<file path="src/rtl/speck_round_key_sequencer_if.sv">
// Handshake bundle between the round key sequencer and the SPECK key
// schedule block. The sequencer drives the running key, the iteration
// index and the start pulse. The key schedule block returns a level done
// flag and the next running key.
interface speck_round_key_sequencer_if #(
    parameter int KEY_SIZE   = 128,
    parameter int BLOCK_SIZE = 64
) ();
    logic [KEY_SIZE-1:0]   ks_key;
    logic [BLOCK_SIZE-1:0] ks_round_ctr;
    logic                  ks_start;
    logic                  ks_done;
    logic [KEY_SIZE-1:0]   ks_out_key;

    // Sequencer side
    modport master (
        output ks_key,
        output ks_round_ctr,
        output ks_start,
        input  ks_done,
        input  ks_out_key
    );

    // Key schedule block side
    modport slave (
        input  ks_key,
        input  ks_round_ctr,
        input  ks_start,
        output ks_done,
        output ks_out_key
    );
endinterface

</file>
<file path="src/rtl/speck_round_key_sequencer.sv">
// SPECK round key sequencer.
// Drives the external key schedule block once per round, starting from a
// master key. Each round key is the low word of the running key, and every
// round key is kept in a ROUNDS-deep buffer. The cipher round engine reads
// that buffer through a registered random-access port. A watchdog aborts
// the expansion when the key schedule block does not answer in time.
module speck_round_key_sequencer #(
    parameter int KEY_SIZE   = 128,
    parameter int BLOCK_SIZE = 64,
    parameter int ROUNDS     = 32,
    parameter int ADDR_W     = 5,
    parameter int TIMEOUT    = 64
) (
    input  logic                  clk,
    input  logic                  rst,
    input  logic [KEY_SIZE-1:0]   key_in,
    input  logic                  start,
    output logic                  busy,
    output logic                  keys_valid,
    output logic                  error,
    input  logic [ADDR_W-1:0]     rd_addr,
    output logic [BLOCK_SIZE-1:0] rd_data,
    speck_round_key_sequencer_if.master ks
);

    // ------------------------------------------------------------------
    // State encoding
    // ------------------------------------------------------------------
    localparam logic [2:0] ST_IDLE  = 3'd0;
    localparam logic [2:0] ST_LOAD  = 3'd1;
    localparam logic [2:0] ST_ISSUE = 3'd2;
    localparam logic [2:0] ST_WAIT  = 3'd3;
    localparam logic [2:0] ST_STORE = 3'd4;
    localparam logic [2:0] ST_DONE  = 3'd5;
    localparam logic [2:0] ST_ERROR = 3'd6;

    // Watchdog counter is wide enough to hold TIMEOUT-1 for any TIMEOUT >= 1
    localparam int                WD_W      = $clog2(TIMEOUT + 1);
    localparam logic [WD_W-1:0]   WD_LAST   = WD_W'(TIMEOUT - 1);
    localparam logic [WD_W-1:0]   WD_ONE    = WD_W'(1);
    localparam logic [ADDR_W-1:0] LAST_ITER = ADDR_W'(ROUNDS - 2);
    localparam logic [ADDR_W-1:0] ITER_ONE  = ADDR_W'(1);
    localparam int                CTR_PAD   = BLOCK_SIZE - ADDR_W;

    // ------------------------------------------------------------------
    // Registers
    // ------------------------------------------------------------------
    logic [2:0]            state_r;
    logic [ADDR_W-1:0]     iter_r;
    logic [WD_W-1:0]       wd_cnt_r;
    logic                  ks_done_q_r;
    logic [KEY_SIZE-1:0]   ks_key_r;
    logic [BLOCK_SIZE-1:0] ks_round_ctr_r;
    logic                  ks_start_r;
    logic                  busy_r;
    logic                  keys_valid_r;
    logic                  error_r;
    logic [BLOCK_SIZE-1:0] rd_data_r;

    // Round key storage; not reset, since keys_valid_r gates every read
    logic [BLOCK_SIZE-1:0] key_buf_r [ROUNDS];

    // ------------------------------------------------------------------
    // Combinational helpers
    // ------------------------------------------------------------------
    logic [2:0]            state_nxt_s;
    logic                  start_ok_s;
    logic                  ks_event_s;
    logic                  wd_expired_s;
    logic                  last_iter_s;
    logic [ADDR_W-1:0]     iter_inc_s;
    logic                  buf_we_s;
    logic [ADDR_W-1:0]     buf_waddr_s;
    logic [BLOCK_SIZE-1:0] buf_wdata_s;
    logic                  rd_in_range_s;

    // A start request counts only when the sequencer is not busy
    assign start_ok_s   = start & ((state_r == ST_IDLE) | (state_r == ST_DONE));
    // Only a rising edge of ks_done counts. A done level left over from the previous round is ignored.
    assign ks_event_s   = ks.ks_done & ~ks_done_q_r;
    assign wd_expired_s = (wd_cnt_r == WD_LAST);
    assign last_iter_s  = (iter_r == LAST_ITER);
    assign iter_inc_s   = iter_r + ITER_ONE;

    // Addresses past the last stored key read as zero. The range check is needed only when the address space is larger than the buffer.
    generate
        if (ROUNDS < (2 ** ADDR_W)) begin : g_addr_check
            assign rd_in_range_s = ({1'b0, rd_addr} < (ADDR_W + 1)'(ROUNDS));
        end else begin : g_addr_full
            assign rd_in_range_s = 1'b1;
        end
    endgenerate

    // Outputs come straight from registers
    assign busy            = busy_r;
    assign keys_valid      = keys_valid_r;
    assign error           = error_r;
    assign rd_data         = rd_data_r;
    assign ks.ks_key       = ks_key_r;
    assign ks.ks_round_ctr = ks_round_ctr_r;
    assign ks.ks_start     = ks_start_r;

    // Next-state selection for the expansion sequence
    always_comb begin
        state_nxt_s = state_r;
        case (state_r)
            ST_IDLE, ST_DONE: begin
                if (start) begin
                    state_nxt_s = ST_LOAD;
                end else begin
                    state_nxt_s = state_r;
                end
            end
            ST_LOAD:  state_nxt_s = ST_ISSUE;
            ST_ISSUE: state_nxt_s = ST_WAIT;
            ST_WAIT: begin
                if (ks_event_s) begin
                    state_nxt_s = ST_STORE;
                end else if (wd_expired_s) begin
                    state_nxt_s = ST_ERROR;
                end else begin
                    state_nxt_s = ST_WAIT;
                end
            end
            ST_STORE: begin
                if (last_iter_s) begin
                    state_nxt_s = ST_DONE;
                end else begin
                    state_nxt_s = ST_ISSUE;
                end
            end
            ST_ERROR: state_nxt_s = ST_IDLE;
            default:  state_nxt_s = ST_IDLE;
        endcase
    end

    // Buffer write port: master key low word in LOAD, each new round key in STORE
    always_comb begin
        buf_we_s    = 1'b0;
        buf_waddr_s = {ADDR_W{1'b0}};
        buf_wdata_s = {BLOCK_SIZE{1'b0}};
        if (!rst && (state_r == ST_LOAD)) begin
            buf_we_s    = 1'b1;
            buf_waddr_s = {ADDR_W{1'b0}};
            buf_wdata_s = ks_key_r[BLOCK_SIZE-1:0];
        end else if (!rst && (state_r == ST_STORE)) begin
            buf_we_s    = 1'b1;
            buf_waddr_s = iter_inc_s;
            buf_wdata_s = ks.ks_out_key[BLOCK_SIZE-1:0];
        end else begin
            buf_we_s    = 1'b0;
        end
    end

    // Control registers, the key schedule handshake and the watchdog
    always_ff @(posedge clk) begin
        if (rst) begin
            state_r        <= ST_IDLE;
            iter_r         <= {ADDR_W{1'b0}};
            wd_cnt_r       <= {WD_W{1'b0}};
            ks_done_q_r    <= 1'b0;
            ks_key_r       <= {KEY_SIZE{1'b0}};
            ks_round_ctr_r <= {BLOCK_SIZE{1'b0}};
            ks_start_r     <= 1'b0;
            busy_r         <= 1'b0;
            keys_valid_r   <= 1'b0;
            error_r        <= 1'b0;
        end else begin
            state_r     <= state_nxt_s;
            ks_done_q_r <= ks.ks_done;
            case (state_r)
                ST_IDLE, ST_DONE: begin
                    if (start_ok_s) begin
                        ks_key_r     <= key_in;
                        keys_valid_r <= 1'b0;
                        error_r      <= 1'b0;
                        busy_r       <= 1'b1;
                    end
                end
                ST_LOAD: begin
                    iter_r         <= {ADDR_W{1'b0}};
                    ks_round_ctr_r <= {BLOCK_SIZE{1'b0}};
                    ks_start_r     <= 1'b1;
                end
                ST_ISSUE: begin
                    ks_start_r <= 1'b0;
                    wd_cnt_r   <= {WD_W{1'b0}};
                end
                ST_WAIT: begin
                    if (ks_event_s) begin
                        wd_cnt_r <= wd_cnt_r;
                    end else if (wd_expired_s) begin
                        error_r <= 1'b1;
                        busy_r  <= 1'b0;
                    end else begin
                        wd_cnt_r <= wd_cnt_r + WD_ONE;
                    end
                end
                ST_STORE: begin
                    ks_key_r <= ks.ks_out_key;
                    if (last_iter_s) begin
                        busy_r       <= 1'b0;
                        keys_valid_r <= 1'b1;
                    end else begin
                        iter_r         <= iter_inc_s;
                        ks_round_ctr_r <= {{CTR_PAD{1'b0}}, iter_inc_s};
                        ks_start_r     <= 1'b1;
                    end
                end
                ST_ERROR: begin
                    busy_r <= 1'b0;
                end
                default: begin
                    ks_start_r <= 1'b0;
                    busy_r     <= 1'b0;
                end
            endcase
        end
    end

    // Round key storage write
    always_ff @(posedge clk) begin
        if (buf_we_s) begin
            key_buf_r[buf_waddr_s] <= buf_wdata_s;
        end
    end

    // Registered read port; reads zero until a full key set is present
    always_ff @(posedge clk) begin
        if (rst) begin
            rd_data_r <= {BLOCK_SIZE{1'b0}};
        end else if (keys_valid_r && rd_in_range_s) begin
            rd_data_r <= key_buf_r[rd_addr];
        end else begin
            rd_data_r <= {BLOCK_SIZE{1'b0}};
        end
    end

endmodule

</file>
<file path="src/flat_wrapper.sv">
// flat-port wrapper written by rule: the top's interface ports become plain ports
module speck_round_key_sequencer_flat 
#(
    parameter int KEY_SIZE   = 128,
    parameter int BLOCK_SIZE = 64,
    parameter int ROUNDS     = 32,
    parameter int ADDR_W     = 5,
    parameter int TIMEOUT    = 64
)
  (clk, rst, key_in, start, busy, keys_valid, error, rd_addr, rd_data, ks_ks_key, ks_ks_round_ctr, ks_ks_start, ks_ks_done, ks_ks_out_key);
  speck_round_key_sequencer_if #(.KEY_SIZE(KEY_SIZE), .BLOCK_SIZE(BLOCK_SIZE)) ks_i ();
  input  logic clk;
  input  logic rst;
  input  logic [KEY_SIZE-1:0] key_in;
  input  logic start;
  output logic busy;
  output logic keys_valid;
  output logic error;
  input  logic [ADDR_W-1:0] rd_addr;
  output logic [BLOCK_SIZE-1:0] rd_data;
  output wire logic [$bits(ks_i.ks_key)-1:0] ks_ks_key;
  output wire logic [$bits(ks_i.ks_round_ctr)-1:0] ks_ks_round_ctr;
  output wire logic [$bits(ks_i.ks_start)-1:0] ks_ks_start;
  input wire logic [$bits(ks_i.ks_done)-1:0] ks_ks_done;
  input wire logic [$bits(ks_i.ks_out_key)-1:0] ks_ks_out_key;
  assign ks_ks_key = ks_i.ks_key;
  assign ks_ks_round_ctr = ks_i.ks_round_ctr;
  assign ks_ks_start = ks_i.ks_start;
  assign ks_i.ks_done = ks_ks_done;
  assign ks_i.ks_out_key = ks_ks_out_key;
  speck_round_key_sequencer #(.KEY_SIZE(KEY_SIZE), .BLOCK_SIZE(BLOCK_SIZE), .ROUNDS(ROUNDS), .ADDR_W(ADDR_W), .TIMEOUT(TIMEOUT)) u_core (.clk(clk), .rst(rst), .key_in(key_in), .start(start), .busy(busy), .keys_valid(keys_valid), .error(error), .rd_addr(rd_addr), .rd_data(rd_data), .ks(ks_i));
endmodule
</file>
<file path="config.mk">
export PLATFORM = sky130hd
export DESIGN_NAME = speck_round_key_sequencer_flat
export DESIGN_NICKNAME = d
export VERILOG_FILES = /design/src/rtl/speck_round_key_sequencer_if.sv /design/src/rtl/speck_round_key_sequencer.sv /design/src/flat_wrapper.sv
export SDC_FILE = /design/constraint.sdc
export NUM_CORES = 2
export LEC_CHECK = 0
export ABC_AREA = 1
export ABC_CLOCK_PERIOD_IN_PS = 6600
export CORE_UTILIZATION = 30
export CTS_BUF_LIST = sky130_fd_sc_hd__clkbuf_8
export DETAILED_ROUTE_END_ITERATION = 12
export DONT_BUFFER_PORTS = 1
export MAX_ROUTING_LAYER = met4
export PLACE_DENSITY = 0.55
export SYNTH_ARGS = -nofsm -noshare
export SYNTH_HDL_FRONTEND = slang
export SYNTH_SLANG_ARGS = --single-unit
export TNS_END_PERCENT = 5
</file>
<file path="constraint.sdc">
create_clock -name clk -period 6.6 [get_ports clk]
set_input_delay 0.99 -clock clk [delete_from_list [all_inputs] [get_ports clk]]
set_output_delay 0.99 -clock clk [all_outputs]
set_load 0.05 [all_outputs]
</file>
==> out/qor.csv <==
metric,value,unit
final_cells,12500,
drt-total-wl,300,mm
internal_power,0.0232,W
reg2reg_slack,1560,ps
drtPass1Iterations,6,
combPwrFrac,10.4,%
finalSetupTns,0,ps
holdPathStages,2,
layout_commonest_cell,nand2_1,
synth_top_family_by_area,simple AND/OR/NAND/NOR gates,
worstSetupPathType,reg2reg,
synth-compound-area-share,1.34,%
rr_startpoint,u_core.state_r[1],
portBuffers,0,
cp_cell_sequence,clkinv_2 -> nand2_2 -> nor2_1 -> nand2_1 -> nand4_1 -> nor2_4 -> buf_4,
hold_end,u_core.ks_done_q_r,
drc,0,
drt-vias-per-instance,4.96,
sw_frac_of_total,29.6,%
leakagePower,37.7,nW
netlist.area_leader.share,67.2,%
max_freq,198,MHz
ys_seq_area_share,71.9,%
start_kind,flop,
ir_worst_vdd,0.323,mV
numCtsBuffers,376,
cts.clk_slew.worst_paths,60,ps
dp_worst_setup_slack,1520,ps
layout_common_cells,"nand2_1 (3,173), edfxtp_1 (2,048), nand3_1 (1,742)",
coreArea,303000,µm²
syn_avg_cell_area,11.1,µm²
io_pins,525,
dieArea,307000,µm²
regToRegEndpoint,u_core.key_buf_r[20][33],
violations,slew limit,
design_area,103000,µm²
drt_iter0_drc,5572,
avgRoutedWirePerCell,23.9,µm
worst_pin_slew,2400,ps
ys_top_cells_by_area,"edfxtp_1 (67%), nand2_1 (13%), nand3_1 (9.5%), dfxtp_1 (4.6%), buf_2 (1.5%)",
worst_slack,1560,ps
postCtsSetupRepairBufs,0,
power_density,318,nW/µm²
clockBufferDepth,4,
async_flop_share,0,%
grt_antenna_before_repair,29,
slew_headroom,-59.8,%
ys_types,25,
die_h,554,µm
rsz0062_at_grt,no,
gp_congestion,0.910,
synthAdderAreaFrac,0.0410,%
min_from,ks_ks_done,
slowest_delay,1180,ps
synthXorXnorAreaFrac,0.0479,%
dp.cells,11800,
grt_max_degree,1026,
syn_area,91500,µm²
drive_gt1_share,8.65,%
arrival,5690,ps
drv_slew,388,
crit_buf_inv,2,
cp_top_family,simple AND/OR/NAND/NOR gates,
post-route-period-util,76.4,%
cp.required,7250,ps
cpMaxStageDelayCell,nor2_4,
ff2ff_path_depth,7,
cts_tree,yes,
clk_latency,1020,ps
die_w,554,µm
area_growth,13.1,%
critPathMaxFanout,31,
synth_top_cell_by_area,edfxtp_1,
cap_violations,0,
setup_viol,0,
clockPowerShare,36.4,%
cts_root_buffer,clkbuf_8,
overflow,0,
end_kind,flop,
initial_core_util,30.2,%
grt_pass1_vias,60200,
synth_edf_count,2048,
final_nets,8504,
synth-simple-area-share,23.4,%
finalHoldViolCount,0,
skew,88.7,ps
finalWorstPathRequiredPeriod,5040,ps
route.vias.total,62200,
synth.area.mux_share,0,%
outcome,"finished, violations left",
synthesis.instances,8248,
switchingPower,0.00975,W
hpwl,157,mm
place_area,96100,µm²
ant_nets,0,
yosys_warnings,0,
grtUsageTotal,19.5,%
grt_pass1_wl,429,mm
row_count,202,
htree_levels,5,
clock_sinks,2260,
min_path_type,in2reg,
ys_ff_latch,2260,
power_frac_seq,53.1,%
ys.flop_type,edfxtp_1,
[cells in the mapped netlist (2+ instances only)]
cell,n
a31oi_1,55
xor2_1,4
o21ai_0,28
nand4_1,2
inv_2,4
nor2_4,2
nand2_1,3176
buf_1,73
nor2_1,186
nand3_1,1742
dfxtp_1,212
inv_1,35
buf_2,265
clkbuf_1,183
nor2_2,2
a21oi_1,147
buf_4,75
ha_1,3
edfxtp_1,2048
[metal layers]
layer  track usage, %  share of wire, %  routed length (µm)  vias to the layer above
li1                 -                 -                   -                    28600
met3             4.43               8.1               24400                      461
met5                -                 0                   0                        -
met4             6.11               2.9                8680                        0
met1             24.2                41              123000                    30600
met2             31.5                48              144000                     2566
[cells by family (layout without fill, tap and decap cells)]
group | count (synthesis) | count (layout)
other | 1 | 87
xor gates and xnor gates | 5 | 5
AOI/OAI and AO/OA | 231 | 231
buffers and inverters | 636 | 869
and+or+nand+nor | 5112 | 5112
adders and majority gates | 3 | 3
DFF | 2260 | 2260
[cell type report]
type,count,area (µm²)
fillers,29900,200000
flip-flops and latches,2260,65700
multi-input cells,5410,23600
clock buffers,396,5450
well taps,3978,4980
repair buffers,148,1720
clock inverters,285,1690
inverters,40,188
diodes,28,70.1
[worst max-delay path by stage]
| stage | depth (start not counted) | startpoint | to | slack (ps) |
|---|---|---|---|---|
| after global placement | 7 | u_core.state_r[1] | u_core.key_buf_r[20][32] | 1610 |
| after detailed placement | 7 | u_core.state_r[1] | u_core.key_buf_r[20][32] | 1520 |
| after CTS | 7 | u_core.state_r[1] | u_core.key_buf_r[20][15] | 1470 |
| final | 7 | u_core.state_r[1] | u_core.key_buf_r[20][33] | 1560 |
| after global routing | 7 | u_core.state_r[1] | u_core.key_buf_r[20][18] | 1220 |
| after floorplan | 5 | rst | u_core.key_buf_r[24][0] | 1660 |
[repair_timing]
| item | in CTS | in global routing |
|---|---|---|
| gates resized for setup | 0 | 0 |
| hold buffers | 2 | 0 |
| setup endpoints to repair | 0 | 0 |
| endpoints found under the hold margin | 12 | 0 |
[sequential cells by signal (all words and copies together) (netlist names)]
signal,cells
u_core.ks.ks_key,128
u_core.wd_cnt_r,7
u_core.ks.ks_start,1
u_core.error,1
u_core.rd_data,64
u_core.state_r,3
u_core.iter_r,5
u_core.ks_done_q_r,1
u_core.busy,1
u_core.keys_valid,1
u_core.key_buf_r,2048
[power by group through the flow]
stage          Combinational (W)  Clock, W  Sequential (W)
4_1_cts                  0.00338    0.0123          0.0175
2_1_floorplan            0.00229         0          0.0176
3_3_place_gp             0.00332         0          0.0178
3_5_place_dp             0.00336         0          0.0178
6_report                 0.00343    0.0120          0.0175
5_1_grt                  0.00378    0.0129          0.0175
[stage by stage]
stage | total power (W) | util [%] | hold WS, ps
2_1_floorplan | 0.0199 | - | 433
3_3_place_gp | 0.0211 | 31.7 | 449
3_5_place_dp | 0.0212 | 31.7 | 465
4_1_cts | 0.0332 | 34.1 | 31.3
5_1_grt | 0.0342 | 34.1 | 108
6_report | 0.0329 | 34.1 | 124
Power figures use the tool's default switching activity.
